===== src/rtl/mc_defs.sv =====
// Shared definitions for the multicycle MIPS control unit: state and opcode
// encodings, datapath select encodings, and small opcode classifiers.
package mc_defs;

  localparam int OPCODE_W = 6;
  localparam int STATE_W  = 4;

  // Instruction phases. The encodings are visible on the State debug port.
  typedef enum logic [STATE_W-1:0] {
    S_IF     = 4'b0000,
    S_ID     = 4'b0001,
    S_EXE_AL = 4'b0010,
    S_EXE_BR = 4'b0011,
    S_EXE_LS = 4'b0100,
    S_MEM    = 4'b0101,
    S_WB_AL  = 4'b0110,
    S_WB_LD  = 4'b0111,
    S_HALT   = 4'b1000
  } state_e;

  // ALU-class opcodes
  localparam logic [OPCODE_W-1:0] OP_ADD   = 6'b000000;
  localparam logic [OPCODE_W-1:0] OP_SUB   = 6'b000001;
  localparam logic [OPCODE_W-1:0] OP_ADDI  = 6'b000010;
  localparam logic [OPCODE_W-1:0] OP_OR    = 6'b010000;
  localparam logic [OPCODE_W-1:0] OP_AND   = 6'b010001;
  localparam logic [OPCODE_W-1:0] OP_ORI   = 6'b010010;
  localparam logic [OPCODE_W-1:0] OP_SLL   = 6'b011000;
  localparam logic [OPCODE_W-1:0] OP_SLT   = 6'b100110;
  localparam logic [OPCODE_W-1:0] OP_SLTIU = 6'b100111;
  // Memory, branch, jump, halt
  localparam logic [OPCODE_W-1:0] OP_SW    = 6'b110000;
  localparam logic [OPCODE_W-1:0] OP_LW    = 6'b110001;
  localparam logic [OPCODE_W-1:0] OP_BEQ   = 6'b110100;
  localparam logic [OPCODE_W-1:0] OP_BLTZ  = 6'b110110;
  localparam logic [OPCODE_W-1:0] OP_J     = 6'b111000;
  localparam logic [OPCODE_W-1:0] OP_JR    = 6'b111001;
  localparam logic [OPCODE_W-1:0] OP_JAL   = 6'b111010;
  localparam logic [OPCODE_W-1:0] OP_HALT  = 6'b111111;

  typedef enum logic [2:0] {
    ALU_ADD  = 3'b000,
    ALU_SUB  = 3'b001,
    ALU_OR   = 3'b010,
    ALU_AND  = 3'b011,
    ALU_SLL  = 3'b100,
    ALU_SLT  = 3'b101,
    ALU_SLTU = 3'b110,
    ALU_XOR  = 3'b111
  } alu_op_e;

  typedef enum logic [1:0] {
    EXT_SHAMT = 2'b00,
    EXT_ZIMM  = 2'b01,
    EXT_SIMM  = 2'b10
  } ext_sel_e;

  typedef enum logic [1:0] {
    PC_SEQ    = 2'b00,
    PC_BRANCH = 2'b01,
    PC_RS     = 2'b10,
    PC_JUMP   = 2'b11
  } pc_src_e;

  typedef enum logic [1:0] {
    DST_RA = 2'b00,
    DST_RT = 2'b01,
    DST_RD = 2'b10
  } reg_dst_e;

  function automatic logic is_alu_op(input logic [OPCODE_W-1:0] op);
    case (op)
      OP_ADD, OP_SUB, OP_ADDI, OP_OR, OP_AND,
      OP_ORI, OP_SLL, OP_SLT, OP_SLTIU: return 1'b1;
      default:                          return 1'b0;
    endcase
  endfunction

  // ALU ops whose second operand is the extended immediate (and whose
  // destination is rt rather than rd)
  function automatic logic is_imm_op(input logic [OPCODE_W-1:0] op);
    return (op == OP_ADDI) || (op == OP_ORI) || (op == OP_SLTIU);
  endfunction

  function automatic alu_op_e alu_op_of(input logic [OPCODE_W-1:0] op);
    case (op)
      OP_SUB:         return ALU_SUB;
      OP_OR, OP_ORI:  return ALU_OR;
      OP_AND:         return ALU_AND;
      OP_SLL:         return ALU_SLL;
      OP_SLT:         return ALU_SLT;
      OP_SLTIU:       return ALU_SLTU;
      default:        return ALU_ADD;
    endcase
  endfunction

  // The extend stage is steered by opcode alone, in every state.
  function automatic ext_sel_e ext_sel_of(input logic [OPCODE_W-1:0] op);
    case (op)
      OP_ORI:  return EXT_ZIMM;
      OP_SLL:  return EXT_SHAMT;
      default: return EXT_SIMM;
    endcase
  endfunction

endpackage


===== src/rtl/mc_next_state.sv =====
// Combinational next-state logic for the multicycle control FSM.
module mc_next_state
  import mc_defs::*;
(
  input  state_e                state_i,
  input  logic [OPCODE_W-1:0]   opcode_i,
  output state_e                state_o
);

  // Phase sequencing; ID dispatches on instruction class, undefined opcodes halt.
  always_comb begin
    state_o = S_IF;
    case (state_i)
      S_IF: state_o = S_ID;
      S_ID: begin
        if ((opcode_i == OP_J) || (opcode_i == OP_JR) || (opcode_i == OP_JAL))
          state_o = S_IF;
        else if (is_alu_op(opcode_i))
          state_o = S_EXE_AL;
        else if ((opcode_i == OP_BEQ) || (opcode_i == OP_BLTZ))
          state_o = S_EXE_BR;
        else if ((opcode_i == OP_LW) || (opcode_i == OP_SW))
          state_o = S_EXE_LS;
        else
          state_o = S_HALT;
      end
      S_EXE_AL: state_o = S_WB_AL;
      S_EXE_BR: state_o = S_IF;
      S_EXE_LS: state_o = S_MEM;
      S_MEM:    state_o = (opcode_i == OP_LW) ? S_WB_LD : S_IF;
      S_WB_AL:  state_o = S_IF;
      S_WB_LD:  state_o = S_IF;
      S_HALT:   state_o = S_HALT;
      default:  state_o = S_IF;
    endcase
  end

endmodule


===== src/rtl/mc_control_unit.sv =====
// Multicycle MIPS control unit: state register plus combinational decode of
// every datapath strobe and select from (State, Opcode, Zero, Sign).
//
//   state    | meaning
//   IF       | fetch: load IR from instruction memory
//   ID       | decode; jumps complete here
//   EXE_AL   | ALU operation for arithmetic/logic ops
//   EXE_BR   | compare for beq/bltz, PC update
//   EXE_LS   | address computation for lw/sw
//   MEM      | data memory access (sw completes here)
//   WB_AL    | write ALU result to register file
//   WB_LD    | write loaded data to register file
//   HALT     | stopped until reset
module mc_control_unit
  import mc_defs::*;
#(
  parameter int OPW = 6,
  parameter int STW = 4
) (
  input  logic           CLK,
  input  logic           RST_n,
  input  logic [OPW-1:0] Opcode,
  input  logic           Zero,
  input  logic           Sign,
  output logic           PCWre,
  output logic           IRWre,
  output logic           InsMemRW,
  output logic           ALUSrcA,
  output logic           ALUSrcB,
  output logic [2:0]     ALUOp,
  output logic [1:0]     ExtSel,
  output logic           RegWre,
  output logic [1:0]     RegDst,
  output logic           WrRegDSrc,
  output logic           DBDataSrc,
  output logic           mRD,
  output logic           mWR,
  output logic [1:0]     PCSrc,
  output logic [STW-1:0] State
);

  state_e   state_q;
  state_e   state_d;

  logic     pcwre_c;
  logic     irwre_c;
  logic     regwre_c;
  logic     mwr_c;
  logic     mrd_c;
  logic     insmem_c;
  logic     srca_c;
  logic     srcb_c;
  alu_op_e  aluop_c;
  ext_sel_e ext_c;
  reg_dst_e regdst_c;
  logic     wrsrc_c;
  logic     dbsrc_c;
  pc_src_e  pcsrc_c;

  mc_next_state u_next_state (
    .state_i  (state_q),
    .opcode_i (Opcode),
    .state_o  (state_d)
  );

  // State register; reset forces IF immediately, even mid-instruction.
  always_ff @(posedge CLK or negedge RST_n) begin
    if (!RST_n) state_q <= S_IF;
    else        state_q <= state_d;
  end

  // Output decode. ALU selects are held through the state after EXE so the
  // datapath sees stable operands while writing back or accessing memory.
  always_comb begin
    pcwre_c  = 1'b0;
    irwre_c  = 1'b0;
    regwre_c = 1'b0;
    mwr_c    = 1'b0;
    mrd_c    = 1'b0;
    insmem_c = 1'b0;
    srca_c   = 1'b0;
    srcb_c   = 1'b0;
    aluop_c  = ALU_ADD;
    ext_c    = ext_sel_of(Opcode);
    regdst_c = DST_RA;
    wrsrc_c  = 1'b0;
    dbsrc_c  = 1'b0;
    pcsrc_c  = PC_SEQ;
    case (state_q)
      S_IF: begin
        irwre_c  = 1'b1;
        insmem_c = 1'b1;
      end
      S_ID: begin
        case (Opcode)
          OP_J: begin
            pcsrc_c = PC_JUMP;
            pcwre_c = 1'b1;
          end
          OP_JR: begin
            pcsrc_c = PC_RS;
            pcwre_c = 1'b1;
          end
          OP_JAL: begin
            pcsrc_c  = PC_JUMP;
            pcwre_c  = 1'b1;
            regwre_c = 1'b1;
            regdst_c = DST_RA;
            wrsrc_c  = 1'b0;
          end
          default: ;
        endcase
      end
      S_EXE_AL, S_WB_AL: begin
        aluop_c = alu_op_of(Opcode);
        srcb_c  = is_imm_op(Opcode);
        srca_c  = (Opcode == OP_SLL);
        if (state_q == S_WB_AL) begin
          regwre_c = 1'b1;
          dbsrc_c  = 1'b0;
          wrsrc_c  = 1'b1;
          pcwre_c  = 1'b1;
          regdst_c = is_imm_op(Opcode) ? DST_RT : DST_RD;
        end
      end
      S_EXE_BR: begin
        aluop_c = ALU_SUB;
        srcb_c  = 1'b0;
        pcwre_c = 1'b1;
        if (((Opcode == OP_BEQ) && Zero) || ((Opcode == OP_BLTZ) && Sign))
          pcsrc_c = PC_BRANCH;
      end
      S_EXE_LS, S_MEM, S_WB_LD: begin
        aluop_c = ALU_ADD;
        srcb_c  = 1'b1;
        ext_c   = EXT_SIMM;
        if (state_q == S_MEM) begin
          if (Opcode == OP_SW) begin
            mwr_c   = 1'b1;
            pcwre_c = 1'b1;
          end else if (Opcode == OP_LW) begin
            mrd_c = 1'b1;
          end
        end
        if (state_q == S_WB_LD) begin
          mrd_c    = 1'b1;
          dbsrc_c  = 1'b1;
          regwre_c = 1'b1;
          regdst_c = DST_RT;
          wrsrc_c  = 1'b1;
          pcwre_c  = 1'b1;
        end
      end
      default: ;
    endcase
  end

  // Write strobes are qualified by reset so nothing commits while it is low.
  assign PCWre     = pcwre_c  & RST_n;
  assign IRWre     = irwre_c  & RST_n;
  assign RegWre    = regwre_c & RST_n;
  assign mWR       = mwr_c    & RST_n;
  assign mRD       = mrd_c    & RST_n;
  assign InsMemRW  = insmem_c;
  assign ALUSrcA   = srca_c;
  assign ALUSrcB   = srcb_c;
  assign ALUOp     = aluop_c;
  assign ExtSel    = RST_n ? ext_c : EXT_SIMM;
  assign RegDst    = regdst_c;
  assign WrRegDSrc = wrsrc_c;
  assign DBDataSrc = dbsrc_c;
  assign PCSrc     = pcsrc_c;
  assign State     = state_q;

endmodule


===== config.mk =====
export PLATFORM = sky130hd
export DESIGN_NAME = mc_control_unit
export DESIGN_NICKNAME = d
export VERILOG_FILES = /design/src/rtl/mc_defs.sv /design/src/rtl/mc_next_state.sv /design/src/rtl/mc_control_unit.sv
export SDC_FILE = /design/constraint.sdc
export NUM_CORES = 1
export LEC_CHECK = 0
export CAP_MARGIN = 20
export CORE_UTILIZATION = 36
export CTS_BUF_LIST = sky130_fd_sc_hd__clkbuf_16
export CTS_CLUSTER_DIAMETER = 60
export DETAILED_ROUTE_END_ITERATION = 8
export HOLD_SLACK_MARGIN = 0.15
export PLACE_DENSITY = 0.81
export SETUP_SLACK_MARGIN = 0.15
export SLEW_MARGIN = 0
export SYNTH_ARGS = -nofsm -noshare
export SYNTH_HDL_FRONTEND = slang
export SYNTH_SLANG_ARGS = --single-unit

===== constraint.sdc =====
create_clock -name CLK -period 2.1 [get_ports CLK]
set_clock_uncertainty 0.15 [all_clocks]
set_input_delay 0.21 -clock CLK [delete_from_list [all_inputs] [get_ports CLK]]
set_output_delay 0.21 -clock CLK [all_outputs]
set_load 0.01 [all_outputs]

# ---- Word-level counts from Yosys, hierarchy flattened
# Index checks and enable logic that the tools add are counted.
dict set report totals {
  ff_bits 4
  latch_bits 0
  mem_bits_rw 0
  romBits 0
  inputBits 10
  out_inout_bits 23
  wordCells 87
  n_memories 0
}
dict set report classes {
  n_addsub 0
  multipliers 0
  div_mod_pow 0
  order_cmp 0
  eq_ne 23
  shift 0
  muxes 41
  n_bitwise 5
  reduce_logical 17
}
# cell n
set ops {}
lappend ops {{equality test 6 bit (second input constant)} 9}
lappend ops {{equality test 6 x 5 -> 1 bit (second input constant)} 4}
lappend ops {{one-hot mux 4 bit (6 select lines)} 1}
lappend ops {{2-to-1 mux 1 bit} 21}
lappend ops {{one-hot mux 3 bit (6 select lines)} 1}
lappend ops {{equality test 4 x 3 -> 1 bit (second input constant)} 4}
lappend ops {{2-to-1 mux 4 bit} 4}
lappend ops {{one-hot mux 2 bit (2 select lines)} 4}
lappend ops {{OR reduction 9 bit} 1}
lappend ops {{equality test 4 x 2 -> 1 bit (second input constant)} 2}
lappend ops {{2-to-1 mux 2 bit} 4}
lappend ops {{logical OR 1 bit} 7}
lappend ops {{equality test 6 x 1 -> 1 bit (second input constant)} 1}
lappend ops {{equality test 6 x 2 -> 1 bit (second input constant)} 1}
lappend ops {{zero test 6 bit} 1}
lappend ops {{one-hot mux 3 bit (2 select lines)} 1}
lappend ops {{OR reduction 2 bit} 3}
lappend ops {{OR reduction 3 bit} 2}
lappend ops {{bitwise AND 1 bit} 5}
lappend ops {{equality test 4 x 1 -> 1 bit (second input constant)} 1}
lappend ops {{equality test 4 bit (second input constant)} 1}
lappend ops {{zero test 4 bit} 1}
lappend ops {{one-hot mux 1 bit (2 select lines)} 2}
lappend ops {{one-hot mux 1 bit (4 select lines)} 1}
lappend ops {{other kinds (3)} 4}

# ---- Depth between registers and ports, before layout
dict set report depth {
  word_depth 8
  depth_mapped 5
}

# ---- Hierarchy
# A second synthesis with hierarchy kept.
dict set report hier_totals {
  hier_cells 98
  area_unflattened_um2 720.7
}
# mod n_inst cells_per_inst area_per_inst_um2 seq_area_each_um2
set by_module_without_submodules {}
lappend by_module_without_submodules {mc_control_unit 1 72 529.3 100.1}
lappend by_module_without_submodules {mc_next_state 1 26 191.4 0.0}

# ---- Least setup slack after synthesis
# Ideal clock, no wire load.
dict set report synth_path {
  path_type {flip-flop to output port}
  start {reg state_q[0], in the netlist State[0]}
  end {out ALUSrcA}
  arrival_time_ps 1456
  required_ps 1740
  setup_slack_ps 284
  path_stages_with_launch 5
  n_path_buf 1
  path_cell_list {dfrtp_1 -> clkbuf_2 -> nand2b_1 -> or2_2 -> nor4_1}
}
dict set report synth_between {
  elab_chain_cells 3
  elab_cells_between_ends 4
  cone_classes {eq/ne (2); mux (1); reduce/logical (1)}
}
# element line_no
set synth_rtl {}
lappend synth_rtl {{start, declared} mc_control_unit.sv:42} ;# state_e state_q;
lappend synth_rtl {{start signal, assigned} mc_control_unit.sv:69} ;# else state_q <= state_d;
lappend synth_rtl {{equality test 4 x 3 -> 1 bit / equality test 4 x 2 -> 1 bit (equally long branches)} mc_control_unit.sv:89} ;# case (state_q)
lappend synth_rtl {{OR reduction 2 bit *} mc_control_unit.sv:89}
lappend synth_rtl {{2-to-1 mux 1 bit *} mc_control_unit.sv:89}
lappend synth_rtl {{end, declared} mc_control_unit.sv:28} ;# output logic ALUSrcA,
# Every way passes the cells marked *; elsewhere a longest branch is shown, timed or not.

# ---- Worst setup path after layout
dict set report layout_path {
  start {reg state_q[2], in the netlist State[2]}
  end {out PCWre}
}
dict set report layout_between {
  elab_chain_cells 5
  elab_cells_between_ends 14
  cone_classes {eq/ne (7); mux (4); bitwise (1); reduce/logical (2)}
}
# element line_no
set layout_rtl {}
lappend layout_rtl {{equality test 4 x 3 -> 1 bit} {mc_control_unit.sv:89, mc_control_unit.sv:137}}
lappend layout_rtl {{2-to-1 mux 1 bit} mc_control_unit.sv:137} ;# if (state_q == S_MEM) begin
lappend layout_rtl {{2-to-1 mux 1 bit} mc_control_unit.sv:145} ;# if (state_q == S_WB_LD) begin
lappend layout_rtl {{one-hot mux 1 bit (4 select lines) *} mc_control_unit.sv:89}
lappend layout_rtl {{bitwise AND 1 bit *} mc_control_unit.sv:159} ;# assign PCWre = pcwre_c & RST_n;
lappend layout_rtl {{end, declared} mc_control_unit.sv:25} ;# output logic PCWre,
# Marks and branches as above.

==> run metrics <==
Area growth syn-to-layout 135%; mean area per synthesized cell slightly below 7 µm²; Yosys top cell by area dfrtp_1; First-pass DRT Iterations 4; max-slew violations 0; largest net degree at the start of global routing 11; unrepaired setup endpoints after global routing yes; worst stage delay on the critical path about 0.42 ns; post-route insts no fill 200; WHS approximately 0.28 ns; Tcrit/Tclk final 102%; worst endpoint data arrival time 1.79 ns; HP Class input port to asynchronous set/reset pin; FP Rows 15; Reg clk slew, reported paths around 0.030 ns; Pwr per Cell Area 858 nW/µm²; Cells after DPL 182; Horiz. Die Dim around 45 µm; die span in y around 45 µm; clock tree from TritonCTS done; Register Area between 100 and 150 µm²; Seq cells post-synth 4; number of global-route vias before repair between 1000 and 1500; total grt overflow 0; Cell variety after synth 39; outcome complete, but fails checks; Tot GR Track Use around 35%; met1 Usage GRT about a third; setup_tns -0.0502 ns; EDFF count, synth 0; clock insertion delay at the later pin of the skew report about 0.23 ns; top cell type's share of synthesized area between 10 and 15%; antenna-violating nets left 0; Max-Cap Viols 0; IO Port Bufs 32; maximum VDD drop slightly above 1000 µV; Final Hold Vio Count 0; fill count between 70 and 80; utilization of the core after routing around nine tenths; Die ar. between 2000 and 2500 µm²; WL per Instance between 20 and 25 µm; CTS Buf Count 3; post-synthesis cell count 100; Core Box Area 1750 µm²; Starting DRT DRC Count a little under 100; minimum clock period after layout between 2 and 2.5 ns; Lkg Pwr a little over 0.7 nW; Post-layout nets ~190; Critical Path RT approximately 1.7 ns; via count between 1000 and 1500; I/O pin count 33; CP cell instances buf_6, nor4b_4, nand2_2, a2111oi_4, buf_2; drc violations 0; flop2flop setup slack 0.33 ns; failing checks setup timing; commonest non-fill, non-tap cell in the layout buf_4; antenna cells 0; Root Buffer Master clkbuf_16; CTS Hold Bufs 0; max reg flops 4; synthesized area between 600 and 700 µm²; clk buf depth 2; Most Crowded Layer GR met2; Slew headroom just over 70%; top cells by area, synth dfrtp_1, nand2_1, nand2b_1; Synth Flop Type dfrtp_1; Seq/Total Area, Yosys between 10 and 15%; M2 GR Usage 56.8%; slack of the critical path -0.0502 ns; most frequent cells in the layout buf_4, buf_6, buf_2; drt total wl between 4000 and 5000 µm; endpoints failing setup 1; # clock sinks 4; FMAX 465 MHz; worst slew pin tran roughly 0.4 ns; RePlAce Congestion approximately 0.9; DP HPWL between 1500 and 2000 µm; first-pass GRT wire length between 4000 and 5000 µm; met3 usage between 10% and 20%; H-tree depth 1; Crit. End Element output port; CP max-delay cell dfrtp_2; CP Launch Type flip-flop; Post-Syn Nets 110; share of flip-flops with an asynchronous set or reset between 90% and 100%; initial core utilization between 30% and 40%; fraction of layout cells with a size suffix above 1 between 50% and 60%; vias per inst ~6.3; initial antenna violation count 0; crit-path max FO 4; Syn. warnings 0; multi-input logic area 704 µm²; CP Class flip-flop to output port
## path summary, 6_finish.rpt
path	startpoint	endpoint	cells after the start
max in group asynchronous	RST_n	State[0]	2
hold reg to reg	State[3]	State[3]	2
hold / removal	RST_n	State[2]	2
min in group CLK	Opcode[0]	State[0]	4
setup reg to reg	State[2]	State[2]	7
setup / recovery	State[2]	PCWre	5
## cells in the mapped netlist (2+ instances only)
library cell	n
or3_1	4
buf_2	4
a21oi_1	6
a211oi_1	2
nor4_1	2
nand2_1	12
nand3_1	5
a31oi_1	2
nand2b_1	5
and2_1	2
nor3b_1	2
o21ai_0	3
or2_2	2
nor3_1	6
clkbuf_2	2
inv_1	5
dfrtp_1	4
nor2_1	8
nor2b_1	4
## per-layer routing
metal	share of wire, %	routed length, µm	vias to the layer above
met1	35	1460	570
met5	0	0	-
met3	11	474	45
met4	8.1	342	0
li1	-	-	514
met2	46	1960	135
## stage by stage
stage	setup WS (ns)	cell area, µm²	power, W
floorplan	0.284	676	0.000418
global route	-0.0909	1590	0.00140
CTS	0.000737	1400	0.00112
global placement	-0.457	1230	0.000727
finish	-0.0502	1590	0.00136
detailed placement	-0.494	1230	0.000751
## critical path: cells and delay by family (launching register included)
kind,cells,cell delay (ns)
compound gates,1,0.33
simple gates,2,0.47
flops,1,0.42
buf+inv,2,0.33
## report_power, final
| group | switching, W | internal [W] |
|---|---|---|
| Combinational | 0.000472 | 0.000444 |
| Clock | 0.0000578 | 0.000244 |
| Sequential | 0.0000381 | 0.000108 |
## logic make-up after synthesis
logic type / Yosys count / share of synthesized area [%]
compound gates: 20 / 20.6
xor+xnor: 1 / 1.30
buf+inv: 13 / 9.44
flops: 4 / 14.8
mux: 1 / 1.48
simple gates: 61 / 52.4
## layout make-up
class / instances / share of cell area (%)
Clock buffer: 3 / 4.72
Inverter: 5 / 1.18
Multi-Input combinational cell: 83 / 44.3
Sequential cell: 4 / 6.46
Tap cell: 25 / 1.97
Timing Repair Buffer: 80 / 41.3
## what timing repair did
| item | in CTS | in global routing |
|---|---|---|
| gates cloned | 0 | 0 |
| gates resized for setup | 81 | 42 |
| setup buffers | 10 | 5 |
| pin swaps | 10 | 13 |
| endpoints found under the setup margin | 19 | 14 |
No activity file was read; power rests on OpenSTA's default activity.
